$ cat src/rtl/fft_pkg.sv
// ---------------------------------------------------------------------------
// fft_pkg
// Shared definitions for the FFT result write-back controller.
//   wb_state_t   : controller FSM states (IDLE, RUN, DRAIN, DONE)
//   WORD_W       : width of one SRAM word / one half of a result pair
//   ADDR_W       : SRAM word-address width
//   FIFO_DEPTH   : number of result pairs buffered ahead of the SRAM port
// ---------------------------------------------------------------------------
package fft_pkg;

    localparam int WORD_W     = 128;
    localparam int PAIR_W     = 2 * WORD_W;
    localparam int ADDR_W     = 10;
    localparam int NUM_W      = 9;
    localparam int FIFO_DEPTH = 4;
    localparam int FIFO_CNT_W = $clog2(FIFO_DEPTH + 1);

    typedef enum logic [1:0] {
        ST_IDLE  = 2'd0,
        ST_RUN   = 2'd1,
        ST_DRAIN = 2'd2,
        ST_DONE  = 2'd3
    } wb_state_t;

endpackage

$ cat src/rtl/fft_wb_fifo.sv
// ---------------------------------------------------------------------------
// fft_wb_fifo
// Small synchronous FIFO holding result pairs until both halves are written.
// Besides the head entry it also exposes the entry behind the head, so the
// consumer can start on the next pair in the same cycle the head retires.
//   clk, rst   : clock, asynchronous active-high reset (pointers and count)
//   push       : write push_data at the tail (caller guarantees not full)
//   pop        : retire the head entry (caller guarantees not empty)
//   head_data  : entry at the head
//   next_data  : entry behind the head (meaningful when count >= 2)
//   count      : number of valid entries, registered
// ---------------------------------------------------------------------------
module fft_wb_fifo #(
    parameter int WIDTH = 256,
    parameter int DEPTH = 4
) (
    input  logic                         clk,
    input  logic                         rst,
    input  logic                         push,
    input  logic [WIDTH-1:0]             push_data,
    input  logic                         pop,
    output logic [WIDTH-1:0]             head_data,
    output logic [WIDTH-1:0]             next_data,
    output logic [$clog2(DEPTH+1)-1:0]   count
);

    localparam int PTR_W = (DEPTH > 1) ? $clog2(DEPTH) : 1;
    localparam int CNT_W = $clog2(DEPTH + 1);

    logic [WIDTH-1:0] mem [DEPTH];
    logic [PTR_W-1:0] wr_ptr;
    logic [PTR_W-1:0] rd_ptr;

    // Explicit wrap so the FIFO stays correct for non power-of-two depths.
    function automatic logic [PTR_W-1:0] ptr_inc(input logic [PTR_W-1:0] p);
        if (p == PTR_W'(DEPTH - 1)) begin
            return '0;
        end
        return p + PTR_W'(1);
    endfunction

    assign head_data = mem[rd_ptr];
    assign next_data = mem[ptr_inc(rd_ptr)];

    always_ff @(posedge clk or posedge rst) begin
        if (rst) begin
            wr_ptr <= '0;
            rd_ptr <= '0;
            count  <= '0;
        end else begin
            if (push) begin
                wr_ptr <= ptr_inc(wr_ptr);
            end
            if (pop) begin
                rd_ptr <= ptr_inc(rd_ptr);
            end
            // Simultaneous push and pop leave the count unchanged.
            case ({push, pop})
                2'b10:   count <= count + CNT_W'(1);
                2'b01:   count <= count - CNT_W'(1);
                default: ;
            endcase
        end
    end

    // Storage is not reset: entries are only read once the count covers them.
    always_ff @(posedge clk) begin
        if (push) begin
            mem[wr_ptr] <= push_data;
        end
    end

endmodule

$ cat src/rtl/fft_writeback_ctrl.sv
// ---------------------------------------------------------------------------
// fft_writeback_ctrl
// Writes one FFT stage's butterfly results back to SRAM. Each accepted pair
// (word1, word2) becomes two SRAM writes at addresses one half-span apart.
//   i_CLK, i_RESET          : clock, asynchronous active-high reset
//   i_START                 : one-cycle pulse in IDLE; latches i_STRIDE,
//                             i_BASE_ADDR, i_NUM_PAIRS and starts the stage
//   i_VALID / o_READY       : pair input handshake (i_READ_OUTPUT1/2)
//   o_MEM_WE/ADDR/WDATA     : registered SRAM write port
//   i_MEM_READY             : SRAM accepts the presented write this cycle
//   o_BUSY                  : stage in progress (RUN or DRAIN)
//   o_DONE                  : one-cycle pulse once the stage has fully drained
//   o_DBG_STATE             : current FSM state, for observation only
//
// Handshakes: a pair transfers on a rising edge where i_VALID && o_READY;
// a write completes on a rising edge where o_MEM_WE && i_MEM_READY, and until
// it completes the write port holds address, data and strobe unchanged.
// ---------------------------------------------------------------------------
module fft_writeback_ctrl
    import fft_pkg::*;
(
    input  logic              i_CLK,
    input  logic              i_RESET,
    input  logic              i_START,
    input  logic [9:0]        i_STRIDE,
    input  logic [9:0]        i_BASE_ADDR,
    input  logic [8:0]        i_NUM_PAIRS,
    input  logic              i_VALID,
    output logic              o_READY,
    input  logic [127:0]      i_READ_OUTPUT1,
    input  logic [127:0]      i_READ_OUTPUT2,
    output logic              o_MEM_WE,
    output logic [9:0]        o_MEM_ADDR,
    output logic [127:0]      o_MEM_WDATA,
    input  logic              i_MEM_READY,
    output logic              o_BUSY,
    output logic              o_DONE,
    output logic [1:0]        o_DBG_STATE
);

    wb_state_t state;
    wb_state_t state_next;

    // Stage parameters and address counters
    logic              small_q;      // stride < 4: pairs are adjacent words
    logic [ADDR_W-1:0] s_q;          // half-span in words (stride >> 2)
    logic [ADDR_W-1:0] group_q;      // base address of the current group
    logic [ADDR_W-1:0] j_q;          // pair index inside the group
    logic [NUM_W-1:0]  num_pairs_q;
    logic [NUM_W-1:0]  pairs_in;     // pairs accepted so far

    // Write port bookkeeping: set while the port carries word2 of the head
    logic              word2_q;

    logic [FIFO_CNT_W-1:0] fifo_count;
    logic [PAIR_W-1:0]     head_data;
    logic [PAIR_W-1:0]     next_data;

    logic              push;
    logic              pop;
    logic              start_ok;
    logic              last_pair;
    logic              wr_done;
    logic              load_w1_head;
    logic              load_w1_next;
    logic              load_w1;
    logic              load_w2;
    logic [PAIR_W-1:0] w1_src;
    logic [ADDR_W-1:0] addr1;
    logic [ADDR_W-1:0] s_eff;

    // Ready depends only on registered count, so a pop at full does not
    // open the input in the same cycle.
    assign o_READY   = (state == ST_RUN) && (fifo_count < FIFO_CNT_W'(FIFO_DEPTH));
    assign push      = i_VALID && o_READY;
    assign start_ok  = i_START && (state == ST_IDLE);
    assign last_pair = (pairs_in == (num_pairs_q - NUM_W'(1)));

    assign o_BUSY      = (state == ST_RUN) || (state == ST_DRAIN);
    assign o_DONE      = (state == ST_DONE);
    assign o_DBG_STATE = state;

    fft_wb_fifo #(
        .WIDTH (PAIR_W),
        .DEPTH (FIFO_DEPTH)
    ) u_fifo (
        .clk       (i_CLK),
        .rst       (i_RESET),
        .push      (push),
        .push_data ({i_READ_OUTPUT2, i_READ_OUTPUT1}),
        .pop       (pop),
        .head_data (head_data),
        .next_data (next_data),
        .count     (fifo_count)
    );

    // ------------------------------------------------------------------
    // Write scheduling. The port is free when idle or when its write
    // completes this cycle. After word1 completes, word2 of the same head
    // follows; after word2 completes, the head retires and word1 of the
    // entry behind it is loaded straight away, giving one write per cycle.
    // ------------------------------------------------------------------
    assign wr_done      = o_MEM_WE && i_MEM_READY;
    assign load_w1_head = !o_MEM_WE && (fifo_count != '0);
    assign load_w1_next = wr_done && word2_q && (fifo_count >= FIFO_CNT_W'(2));
    assign load_w1      = load_w1_head || load_w1_next;
    assign load_w2      = wr_done && !word2_q;
    assign pop          = wr_done && word2_q;
    assign w1_src       = load_w1_next ? next_data : head_data;

    assign s_eff = small_q ? ADDR_W'(1) : s_q;
    assign addr1 = group_q + j_q;

    // FSM: state register
    always_ff @(posedge i_CLK or posedge i_RESET) begin
        if (i_RESET) begin
            state <= ST_IDLE;
        end else begin
            state <= state_next;
        end
    end

    // FSM: next state
    always_comb begin
        state_next = state;
        case (state)
            ST_IDLE: begin
                if (i_START) begin
                    state_next = (i_NUM_PAIRS == '0) ? ST_DONE : ST_RUN;
                end
            end
            ST_RUN: begin
                if (push && last_pair) begin
                    state_next = ST_DRAIN;
                end
            end
            ST_DRAIN: begin
                if ((fifo_count == '0) && !o_MEM_WE) begin
                    state_next = ST_DONE;
                end
            end
            ST_DONE: begin
                state_next = ST_IDLE;
            end
            default: begin
                state_next = ST_IDLE;
            end
        endcase
    end

    // Stage parameters, address counters and the registered write port
    always_ff @(posedge i_CLK or posedge i_RESET) begin
        if (i_RESET) begin
            small_q     <= 1'b0;
            s_q         <= '0;
            group_q     <= '0;
            j_q         <= '0;
            num_pairs_q <= '0;
            pairs_in    <= '0;
            word2_q     <= 1'b0;
            o_MEM_WE    <= 1'b0;
            o_MEM_ADDR  <= '0;
            o_MEM_WDATA <= '0;
        end else begin
            if (start_ok) begin
                small_q     <= (i_STRIDE < 10'd4);
                s_q         <= i_STRIDE >> 2;
                group_q     <= i_BASE_ADDR;
                j_q         <= '0;
                num_pairs_q <= i_NUM_PAIRS;
                pairs_in    <= '0;
            end else begin
                if (push) begin
                    pairs_in <= pairs_in + NUM_W'(1);
                end
                // Counters step once per pair, when its word1 is issued.
                // Groups of s pairs are 2s words apart; no division needed.
                if (load_w1) begin
                    if (small_q) begin
                        group_q <= group_q + ADDR_W'(2);
                    end else if (j_q == (s_q - ADDR_W'(1))) begin
                        j_q     <= '0;
                        group_q <= group_q + {s_q[ADDR_W-2:0], 1'b0};
                    end else begin
                        j_q <= j_q + ADDR_W'(1);
                    end
                end
            end

            if (load_w1) begin
                o_MEM_WE    <= 1'b1;
                o_MEM_ADDR  <= addr1;
                o_MEM_WDATA <= w1_src[WORD_W-1:0];
                word2_q     <= 1'b0;
            end else if (load_w2) begin
                // The port still shows word1's address here.
                o_MEM_WE    <= 1'b1;
                o_MEM_ADDR  <= o_MEM_ADDR + s_eff;
                o_MEM_WDATA <= head_data[PAIR_W-1:WORD_W];
                word2_q     <= 1'b1;
            end else if (wr_done) begin
                o_MEM_WE <= 1'b0;
                word2_q  <= 1'b0;
            end
        end
    end

endmodule

$ cat config.mk
export PLATFORM = sky130hd
export DESIGN_NAME = fft_writeback_ctrl
export DESIGN_NICKNAME = d
export VERILOG_FILES = /design/src/rtl/fft_pkg.sv /design/src/rtl/fft_wb_fifo.sv /design/src/rtl/fft_writeback_ctrl.sv
export SDC_FILE = /design/constraint.sdc
export NUM_CORES = 2
export LEC_CHECK = 0
export ABC_AREA = 1
export BUFFER_PORTS_ARGS = -buffer_cell sky130_fd_sc_hd__buf_2
export CAP_MARGIN = 20
export CELL_PAD_IN_SITES_DETAIL_PLACEMENT = 0
export CELL_PAD_IN_SITES_GLOBAL_PLACEMENT = 2
export CORE_AREA = 2 2 466 468
export DETAILED_ROUTE_END_ITERATION = 10
export DIE_AREA = 0 0 468 470
export PLACE_DENSITY = 0.65
export SLEW_MARGIN = 20
export SYNTH_ARGS = -nofsm -noshare
export SYNTH_HDL_FRONTEND = slang
export SYNTH_SLANG_ARGS = --single-unit
$ cat constraint.sdc
create_clock -name i_CLK -period 14 [get_ports i_CLK]
set_clock_uncertainty 0.05 [all_clocks]
set_input_delay 4.2 -clock i_CLK [delete_from_list [all_inputs] [get_ports i_CLK]]
set_output_delay 4.2 -clock i_CLK [all_outputs]
set_load 0.01 [all_outputs]
==> results.md <==
- Clock Pin Slew Worst Setup and Hold Paths: 0.05 ns
- Fin. Hold Viols: 0
- Hold Slack: 0.4199 ns
- Fin worst setup slack: 6.862 ns
- Hold buffer count at cts: 0
- Largest net degree at the start of global routing: 159
- RR Startpoint: u_fifo.rd_ptr[0]
- Number of clock sinks: 1,220
- Avg Inst Size Synth: 10.90 um2
- Cell area after synthesis: 53,430 um2
- Net Count, Synth: 5,235
- Max incr delay on CP: 0.74 ns
- GRT overflow: 0
- Total Die Area: 220,000 um2
- Layout cells sized above 1: 0.1396
- Crit. Startpoint: i_MEM_READY
- Area grow syn2layout: 18.11%
- Via-to-Cell Ratio: 4.737
- Run status: complete, no violations
- Fin cells: 8,204
- Post-cts sizing count: 0
- Setup-failing EPs final: 0
- Top delay family on crit path: buffers and inverters
- Initial antenna violation count: 91
- Vias: 38,860
- Most used cell, CP: buf_4
- Routing usage on met3: 0.04297
- First-pass GRT wire length: 256,700 um
- Total negative slack: 0 ns
- WL per Instance: 21.70 um
- HP Class: flip-flop to flip-flop
- Final core occ: 0.2926
- Antenna Nets Post-Route: 0
- CP Capture Type: flip-flop
- Clk root buf: clkbuf_16
- Height of the die: 470 um
- Min Clock Period, post-route: 7.138 ns
- Nets: 5,530
- TritonRoute pass-1 iters: 8
- Final slew viol count: 0
- Chip width: 468 um
- Initial Util: 0.2478
- CTS tree: done
- Worst vdd ir: 0.1818 mV
- Setup Buffers After CTS: 0
- Post-Syn Instances: 4,901
- P_leak: 22.36 nW
- Num rows: 171
- Vias in the first global route: 38,210
- Port buffer count: 431
- Fin crit share: 0.5099
- Core box area: 215,700 um2
- Critical Path RT: 14.58 ns
- Power per cell area: 227.3 nW/um2
- Max Root-Sink Buffers: 3
- CP startpoint kind: input port
- Critical Path AT: 7.72 ns
- M2 GR Usage: 0.2553
- Yosys reg bits: 1,220
- Post-Place Cells: 7,901
- DRC errors left: 0
- CTS buffer count: 147
- # H-tree levels: 4
- RSZ-0062 raised after global routing: false
- Gr busiest metal: met2
- Distinct cell type count after synthesis: 47
- DRT Wirelength: 178,000 um
- Hold wc startpoint: u_fifo.count[0]
- Sequential area share after synthesis: 0.6673
- Total GRT Usage: 0.1573
- FILL cells: 22,170
- Initial DRC Count: 2,676
- YS warnings: 0
- Detailed Place HPWL: 101,700 um
- R2R Setup Slk: 9.50 ns
- Slew @ Worst Pin: 1.160 ns
- Worst-path cell chain: buf_2 > nand2_2 > nor2_8 > o21ai_4 > nand2_8 > nor2_4 > buf_4 > buf_4 > o21ai_1
- Critical path buffers and inverters: 3
- Relative max-transition margin: 0.2269
- Pre-CTS WS: 5.953 ns
- CP max-delay cell: buf_4
- FMAX: 140.1 MHz
- Setup CP Type: input port to flip-flop
- GPL Wtd Cong: 0.7501
- Total of max-cap violations: 0
- Top Ports: 434
- Clk_lat worst skew: 0.80 ns
- GR Layer Usage met1: 0.2015
- CP Max Fanout: 56
sequential cells by signal, indices dropped and copies added, names as in the netlist, 3 cells and up:
| name | cells |
|---|---|
| group_q | 10 |
| j_q | 10 |
| num_pairs_q | 9 |
| o_MEM_ADDR | 10 |
| o_MEM_WDATA | 128 |
| pairs_in | 9 |
| s_q | 8 |
| u_fifo.count | 3 |
| u_fifo.mem | 1024 |
stage by stage:
stage	total power (W)	cell area, um2
after floorplan	0.008682	53430
after global placement	0.01063	58150
after detailed placement	0.01066	58150
after CTS	0.01459	63030
after global routing	0.01538	63060
final	0.01434	63110
synthesized netlist by cell type (all sizes together):
library cell / count / area [um2]
or2: 10 / 62.56
xnor3: 1 / 22.52
ha: 40 / 500.5
nor2: 771 / 2949
a21oi: 298 / 1491
a221oi: 2 / 30.03
a31oi: 23 / 143.9
nor3: 11 / 60.06
clkinv: 2 / 7.510
o21bai: 9 / 67.56
nor4: 5 / 31.28
nand2: 403 / 1535
o21a: 1 / 7.510
o22ai: 180 / 1126
fa: 4 / 80.08
o211ai: 71 / 533.0
o311ai: 2 / 17.52
and3: 1 / 6.260
xor2: 21 / 183.9
nand4: 8 / 50.05
buf: 188 / 1071
edfxtp: 1024 / 30750
a21o: 1 / 7.510
o21ai: 1157 / 5802
a22oi: 8 / 60.06
dfrtp: 196 / 4905
nand3: 99 / 505.5
xnor2: 9 / 78.83
o31a: 1 / 8.760
clkbuf: 156 / 589.3
inv: 199 / 749.5
cells by family (layout without fill, tap and decap cells):
kind of cell / Yosys count / after routing / share of synthesized area
XOR/XNOR: 31 / 31 / 0.005339
adder cells (fa/ha/maj): 44 / 44 / 0.01087
flip-flops: 1220 / 1220 / 0.6673
AND/OR/NAND/NOR: 1308 / 1308 / 0.09732
buffers and inverters: 545 / 965 / 0.04524
other: 0 / 29 / 0
AO/OA/AOI/OAI: 1753 / 1753 / 0.1740
power breakdown:
part	total (W)	internal [W]	switching, W
Clock	0.00385	0.00228	0.00157
Combinational	0.00573	0.00165	0.00407
Sequential	0.00476	0.00445	0.000312
Total	0.0143	0.00838	0.00596
final timing paths:
| path | endpoint | cells after the start |
|---|---|---|
| max in group asynchronous | o_MEM_WDATA[25] | 3 |
| setup / recovery | o_MEM_WDATA[4] | 9 |
| setup reg to reg | o_MEM_WDATA[13] | 10 |
| hold / removal | u_fifo.count[0] | 1 |
| hold reg to reg | u_fifo.count[0] | 1 |
| min in group asynchronous | o_DBG_STATE[1] | 2 |
placed cells by master (no fill, tap or decap), types with 7 or more instances in the layout:
cell       synthesis  layout
a21oi_1          298     298
a22oi_1            8       8
a31oi_1           23      23
buf_12             0       8
buf_2            130     431
buf_4             26      50
bufinv_16          0      11
clkbuf_1         153      49
clkbuf_16          0     149
clkbuf_8           0      18
clkinv_1           2      20
clkinv_2           0       9
dfrtp_1          196     194
diode_2            0      29
edfxtp_1        1024    1024
ha_1              40      39
inv_1            191     189
inv_6              0      10
nand2_1          396     396
nand3_1           97      97
nand4_1            8       8
nor2_1           764     760
nor2_4             2       7
nor3_1            10      10
o211ai_1          71      71
o21ai_0         1029    1029
o21ai_1          127     127
o21bai_1           9       9
o22ai_1          180     180
or2_2              9       9
xnor2_1            9       9
xor2_1            21      21
per-layer routing:
layer / share of wire / vias to the layer above / wire (um)
li1: - / 18280 / -
met1: 0.44 / 19120 / 77800
met2: 0.47 / 1026 / 83100
met3: 0.069 / 366 / 12200
met4: 0.025 / 72 / 4458
met5: 0.0026 / - / 460
final cells by class:
type | count | area [um2] | share of cell area
flip-flops and latches | 1220 | 35660 | 0.5651
multi-input cells | 3136 | 15420 | 0.2444
clock buffers | 216 | 4160 | 0.06592
well taps | 2854 | 3571 | 0.05659
repair buffers | 490 | 2704 | 0.04285
inverters | 201 | 792.0 | 0.01255
clock inverters | 58 | 723.2 | 0.01146
diodes | 29 | 72.57 | 0.001150
(Power assumes the default switching activity.)
